===== src/rtl/branch_predictor.sv =====
// Direct-mapped branch target buffer with 2-bit saturating direction counters.
// Optional statistics counters are compiled in only when BRANCH_PREDICTOR_STATS_EN is defined.
module branch_predictor #(
  parameter int WIDTH_DATA_LENGTH = 32,
  parameter int INDEX_BITS        = 4
) (
  input  logic                         clk,
  input  logic                         rst,
  input  logic [WIDTH_DATA_LENGTH-1:0] PC_F,
  output logic                         Predicted,
  output logic [WIDTH_DATA_LENGTH-1:0] PC_Pre,
  input  logic                         Update_En,
  input  logic [WIDTH_DATA_LENGTH-1:0] PC_E,
  input  logic                         Execute,
  input  logic [WIDTH_DATA_LENGTH-1:0] PC_ALU,
  input  logic [1:0]                   Result,
  output logic [31:0]                  Br_Count,
  output logic [31:0]                  Miss_Count
);

  localparam int unsigned ENTRIES = 1 << INDEX_BITS;
  localparam int          TAG_W   = WIDTH_DATA_LENGTH - INDEX_BITS - 2;

  logic                         valid_q  [ENTRIES];
  logic [TAG_W-1:0]             tag_q    [ENTRIES];
  logic [WIDTH_DATA_LENGTH-1:0] target_q [ENTRIES];
  logic [1:0]                   ctr_q    [ENTRIES];

  logic [INDEX_BITS-1:0] f_idx;
  logic [TAG_W-1:0]      f_tag;
  logic                  f_hit;
  logic [INDEX_BITS-1:0] e_idx;
  logic [TAG_W-1:0]      e_tag;
  logic                  e_hit;
  logic [1:0]            e_ctr_next;
  logic                  e_new_target;
  logic                  unused_pc_e_low;

  assign unused_pc_e_low = ^PC_E[1:0];

  always_comb begin
    f_idx     = PC_F[INDEX_BITS+1:2];
    f_tag     = PC_F[WIDTH_DATA_LENGTH-1:INDEX_BITS+2];
    f_hit     = valid_q[f_idx] && (tag_q[f_idx] == f_tag);
    Predicted = f_hit && ctr_q[f_idx][1];
    PC_Pre    = Predicted ? target_q[f_idx] : PC_F + WIDTH_DATA_LENGTH'(4);
  end

  always_comb begin
    e_idx        = PC_E[INDEX_BITS+1:2];
    e_tag        = PC_E[WIDTH_DATA_LENGTH-1:INDEX_BITS+2];
    e_hit        = valid_q[e_idx] && (tag_q[e_idx] == e_tag);
    e_new_target = (Result == 2'b00) || (Result == 2'b11);
    e_ctr_next   = ctr_q[e_idx];
    if (Execute) begin
      if (ctr_q[e_idx] != 2'b11) e_ctr_next = ctr_q[e_idx] + 2'd1;
    end else begin
      if (ctr_q[e_idx] != 2'b00) e_ctr_next = ctr_q[e_idx] - 2'd1;
    end
  end

  // Lookup reads only registered state, so a same-cycle update is seen next cycle.
  always_ff @(posedge clk) begin
    if (rst) begin
      for (int unsigned i = 0; i < ENTRIES; i++) begin
        valid_q[INDEX_BITS'(i)]  <= 1'b0;
        tag_q[INDEX_BITS'(i)]    <= '0;
        target_q[INDEX_BITS'(i)] <= '0;
        ctr_q[INDEX_BITS'(i)]    <= 2'b01;
      end
    end else if (Update_En) begin
      if (e_hit) begin
        ctr_q[e_idx] <= e_ctr_next;
        if (e_new_target) target_q[e_idx] <= PC_ALU;
      end else if (Execute) begin
        valid_q[e_idx]  <= 1'b1;
        tag_q[e_idx]    <= e_tag;
        target_q[e_idx] <= PC_ALU;
        ctr_q[e_idx]    <= 2'b10;
      end
    end
  end

`ifdef BRANCH_PREDICTOR_STATS_EN
  logic [31:0] br_count_q;
  logic [31:0] miss_count_q;

  always_ff @(posedge clk) begin
    if (rst) begin
      br_count_q   <= '0;
      miss_count_q <= '0;
    end else if (Update_En) begin
      br_count_q <= br_count_q + 32'd1;
      if (Result != 2'b01) miss_count_q <= miss_count_q + 32'd1;
    end
  end

  assign Br_Count   = br_count_q;
  assign Miss_Count = miss_count_q;
`else
  assign Br_Count   = '0;
  assign Miss_Count = '0;
`endif

endmodule


===== config.mk =====
export PLATFORM = sky130hd
export DESIGN_NAME = branch_predictor
export DESIGN_NICKNAME = d
export VERILOG_FILES = /design/src/rtl/branch_predictor.sv
export SDC_FILE = /design/constraint.sdc
export NUM_CORES = 2
export LEC_CHECK = 0
export BUFFER_PORTS_ARGS = -buffer_cell sky130_fd_sc_hd__buf_2
export CAP_MARGIN = 20
export CELL_PAD_IN_SITES_DETAIL_PLACEMENT = 0
export CELL_PAD_IN_SITES_GLOBAL_PLACEMENT = 2
export CORE_MARGIN = 8
export CORE_UTILIZATION = 47
export CTS_BUF_LIST = sky130_fd_sc_hd__clkbuf_4
export CTS_CLUSTER_SIZE = 20
export DETAILED_ROUTE_END_ITERATION = 7
export GPL_TIMING_DRIVEN = 0
export PLACE_DENSITY = 0.93
export RECOVER_POWER = 100
export SETUP_SLACK_MARGIN = 0.3
export SLEW_MARGIN = 20
export SYNTH_ARGS = -nofsm -noshare
export SYNTH_HDL_FRONTEND = slang
export SYNTH_SLANG_ARGS = --single-unit

===== constraint.sdc =====
create_clock -name clk -period 6.5 [get_ports clk]
set_input_delay 0 -clock clk [delete_from_list [all_inputs] [get_ports clk]]
set_output_delay 0 -clock clk [all_outputs]
set_load 0.05 [all_outputs]

==> run summary <==
FFs w/ async S/R, synth: 0
DRC Markers: 0
Mapped Avg Cell Area: 14.6 um2
Slew margin rel.: -0.681
Setup Fix Bufs, Post-CTS: 0
Clock root buffer master: clkbuf_4
Synth Instances: 3,440
RSZ-0062 raised after global routing: false
Setup crit start kind: input pin
#FFs+latches synth: 976
Row Count: 120
Max Slew Vio Count: 151
Clock period minus worst slack: 6640 ps
CP peak stage delay: 1230 ps
Post-DP HPWL: 138 mm
Synth area leader: edfxtp_1
Hold Path Class: in -> reg
Hold Slack: 81.2 ps
First-pass GRT wire length: 268 mm
Most common cell in the synthesized netlist: edfxtp_1
Clock sink count: 976
Area Overhead vs Synth: 15.6%
Skew-Pair Late Insertion Delay: 1270 ps
GRT Util Overall: 0.323
Xor/xnor cell area share of the yosys netlist: 0.0134
CP cell instances: dlygate4sd3_1, buf_2, clkbuf_2, clkbuf_2, clkbuf_2, nand2_1, nor2_1, nand2_1, clkbuf_1, o21ai_0, clkbuf_1
Fmax: 151 MHz
Slowest cell on the critical path: clkbuf_1
Commonest cells post-synth: edfxtp_1 (960), and3_1 (518), mux4_2 (378)
Top Ports: 199
Max Fanout on Critical Path: 12
Vias: 37.4k
Status: complete, but fails checks
Largest net degree at the start of global routing: 27
Pwr per Cell Area: 252 nW/um2
CP bufs+invs: 7
Combinational family with the most area after synthesis: multiplexers
Adder-Cell Fraction of Synth Area: 0.000248
Dominant synthesized flop cell: edfxtp_1
Final Cycle Share: 1.02
Initial DRT Pass Iterations: 6
PortBufs: 119
Final Skew: 110 ps
# H-tree levels: 4
WP data arrival: 7400 ps
Yosys cell types: 65
Synthesized area: 50,400 um2
Mux cell area share after synthesis: 0.196
Vias/cell: 6.62
Gpl congestion: 0.993
Die area: 118,000 um2
Core Region: 107,000 um2
Worst setup EP type: flop
CTS tree: done
Top cell by count, worst path: clkbuf_2
Setup ws final: -139 ps
Register-to-register setup slack: 540 ps
Final net count: 4,162
Final hold violations: 0
Num CTS Buffers: 241
Die W: 343 um
Global route total overflow: 0
Area contributors post-synth: edfxtp_1 (57%), mux4_2 (17%), and3_1 (6.4%)
Worst setup path category: in -> reg
CP required: 7260 ps
Vias in the first global route: 36.7k
CTS Buffer Depth: 3
Compound-gate portion of the synthesized area: 0.0266
Synth top area share: 0.572
Post-synth EDFFs: 960
Core Util, Final: 0.545
Simple-gate area share of the yosys netlist: 0.140
Share of post-route cells with drive strength above 1: 0.260
VDD IR-drop max: 0.154 mV
Average wire per standard cell: 34.5 um
Worst slew pin tran: 2500 ps
Final wirelength: 195 mm
Failing checks: capacitance limit, slew limit, setup timing
Leak: 0.0221 uW
Antenna-violating nets left: 0
Critical path's top delay family: buffers and inverters
Clock-pin slew on the worst setup and hold paths: 70 ps
Initial antenna violation count: 22
Post-synthesis sequential area ratio: 0.579
Die height: 343 um
Number of synthesis warnings: 0
Final Setup Violations: 12
Max cap viols: 15
Starting density of the core: 0.472
Initial DRC Count: 6,126
Fillers: 8,843
[worst min-delay path: stages]
cell	delay, ps
dlygate4sd3_1	570
buf_2	150
clkbuf_1	220
and3_1	210
[report_power, final]
group | switching (uW) | internal, uW
Combinational | 1320 | 766
Sequential | 137 | 7240
Clock | 2680 | 2500
[metal layers]
layer | vias up | track usage | wire [um]
li1 | 14800 | - | -
met5 | - | 0 | 91
met3 | 666 | 0.133 | 33300
met4 | 12 | 0.161 | 10800
met1 | 18500 | 0.418 | 67400
met2 | 3483 | 0.471 | 83500
[through the flow]
step / worst slack, ps / power [uW] / cell area, um2 / setup TNS (ps) / cells
finish: -139 / 14600 / 58200 / -885 / 5651
global route: 181 / 14900 / 58200 / 0 / 5645
CTS: 387 / 14500 / 58800 / 0 / 5637
detailed placement: -159 / 9460 / 54400 / -31140 / 5081
global placement: -4010 / 9360 / 53000 / -1723840 / 5025
floorplan: 1590 / 8600 / 50600 / 0 / 3503
[sequential cells by signal (all words and copies together) (netlist names)]
| name | count |
|---|---|
| ctr_q | 32 |
| tag_q | 416 |
| valid_q | 16 |
| target_q | 512 |
[logic make-up after synthesis]
kind of cell | Yosys count
other | 1
buffers and inverters | 455
adder cells (fa/ha/maj) | 1
AO/OA/AOI/OAI | 202
flip-flops | 976
AND/OR/NAND/NOR | 1222
XOR/XNOR | 77
multiplexers | 506
[cell usage in the layout (no fill, tap or decap), types with 42 or more instances in the layout]
cell and count:
o21ai_0 59, mux2_2 44, and2_1 139, nor2_1 70, and2_0 141, nand2_1 96, buf_2 141, clkbuf_1 308
dlygate4sd3_1 136, mux2i_1 83, conb_1 64, nor3_1 147, clkinv_1 64, buf_4 86, edfxtp_1 960, clkbuf_4 333
mux4_2 378, xnor2_1 42, and3_1 518
[area by class of cell]
class | instances | area (um2) | share of cell area
antenna | 12 | 30.0 | 0.000516
multi-input combinational | 2072 | 19300 | 0.331
sequential | 976 | 29100 | 0.501
clock buffer | 332 | 2490 | 0.0428
buffer | 435 | 2040 | 0.0351
tap | 1403 | 1760 | 0.0302
timing repair buffer | 313 | 2870 | 0.0494
inverter | 20 | 75.1 | 0.00129
clock inverter | 88 | 513 | 0.00881
[path summary, 6_finish.rpt]
path                               endpoint                   startpoint  depth (start not counted)
min            target_q[9][4]$_SDFFCE_PN0P_                    PC_ALU[4]                          4
max reg2reg  target_q[15][30]$_SDFFCE_PN0P_  tag_q[15][10]$_SDFFCE_PN0P_                         11
min reg2reg             valid_q[14]$_DFF_P_          valid_q[14]$_DFF_P_                          1
max              tag_q[13][5]$_SDFFCE_PN0P_                      PC_E[5]                         11
[timing repair]
item / 4_1_cts / 5_1_grt
hold buffers: 136 / 0
resized for setup: 0 / 2
endpoints found under the hold margin: 1304 / 0
endpoints found under the setup margin: 0 / 387
(Power assumes the default switching activity.)
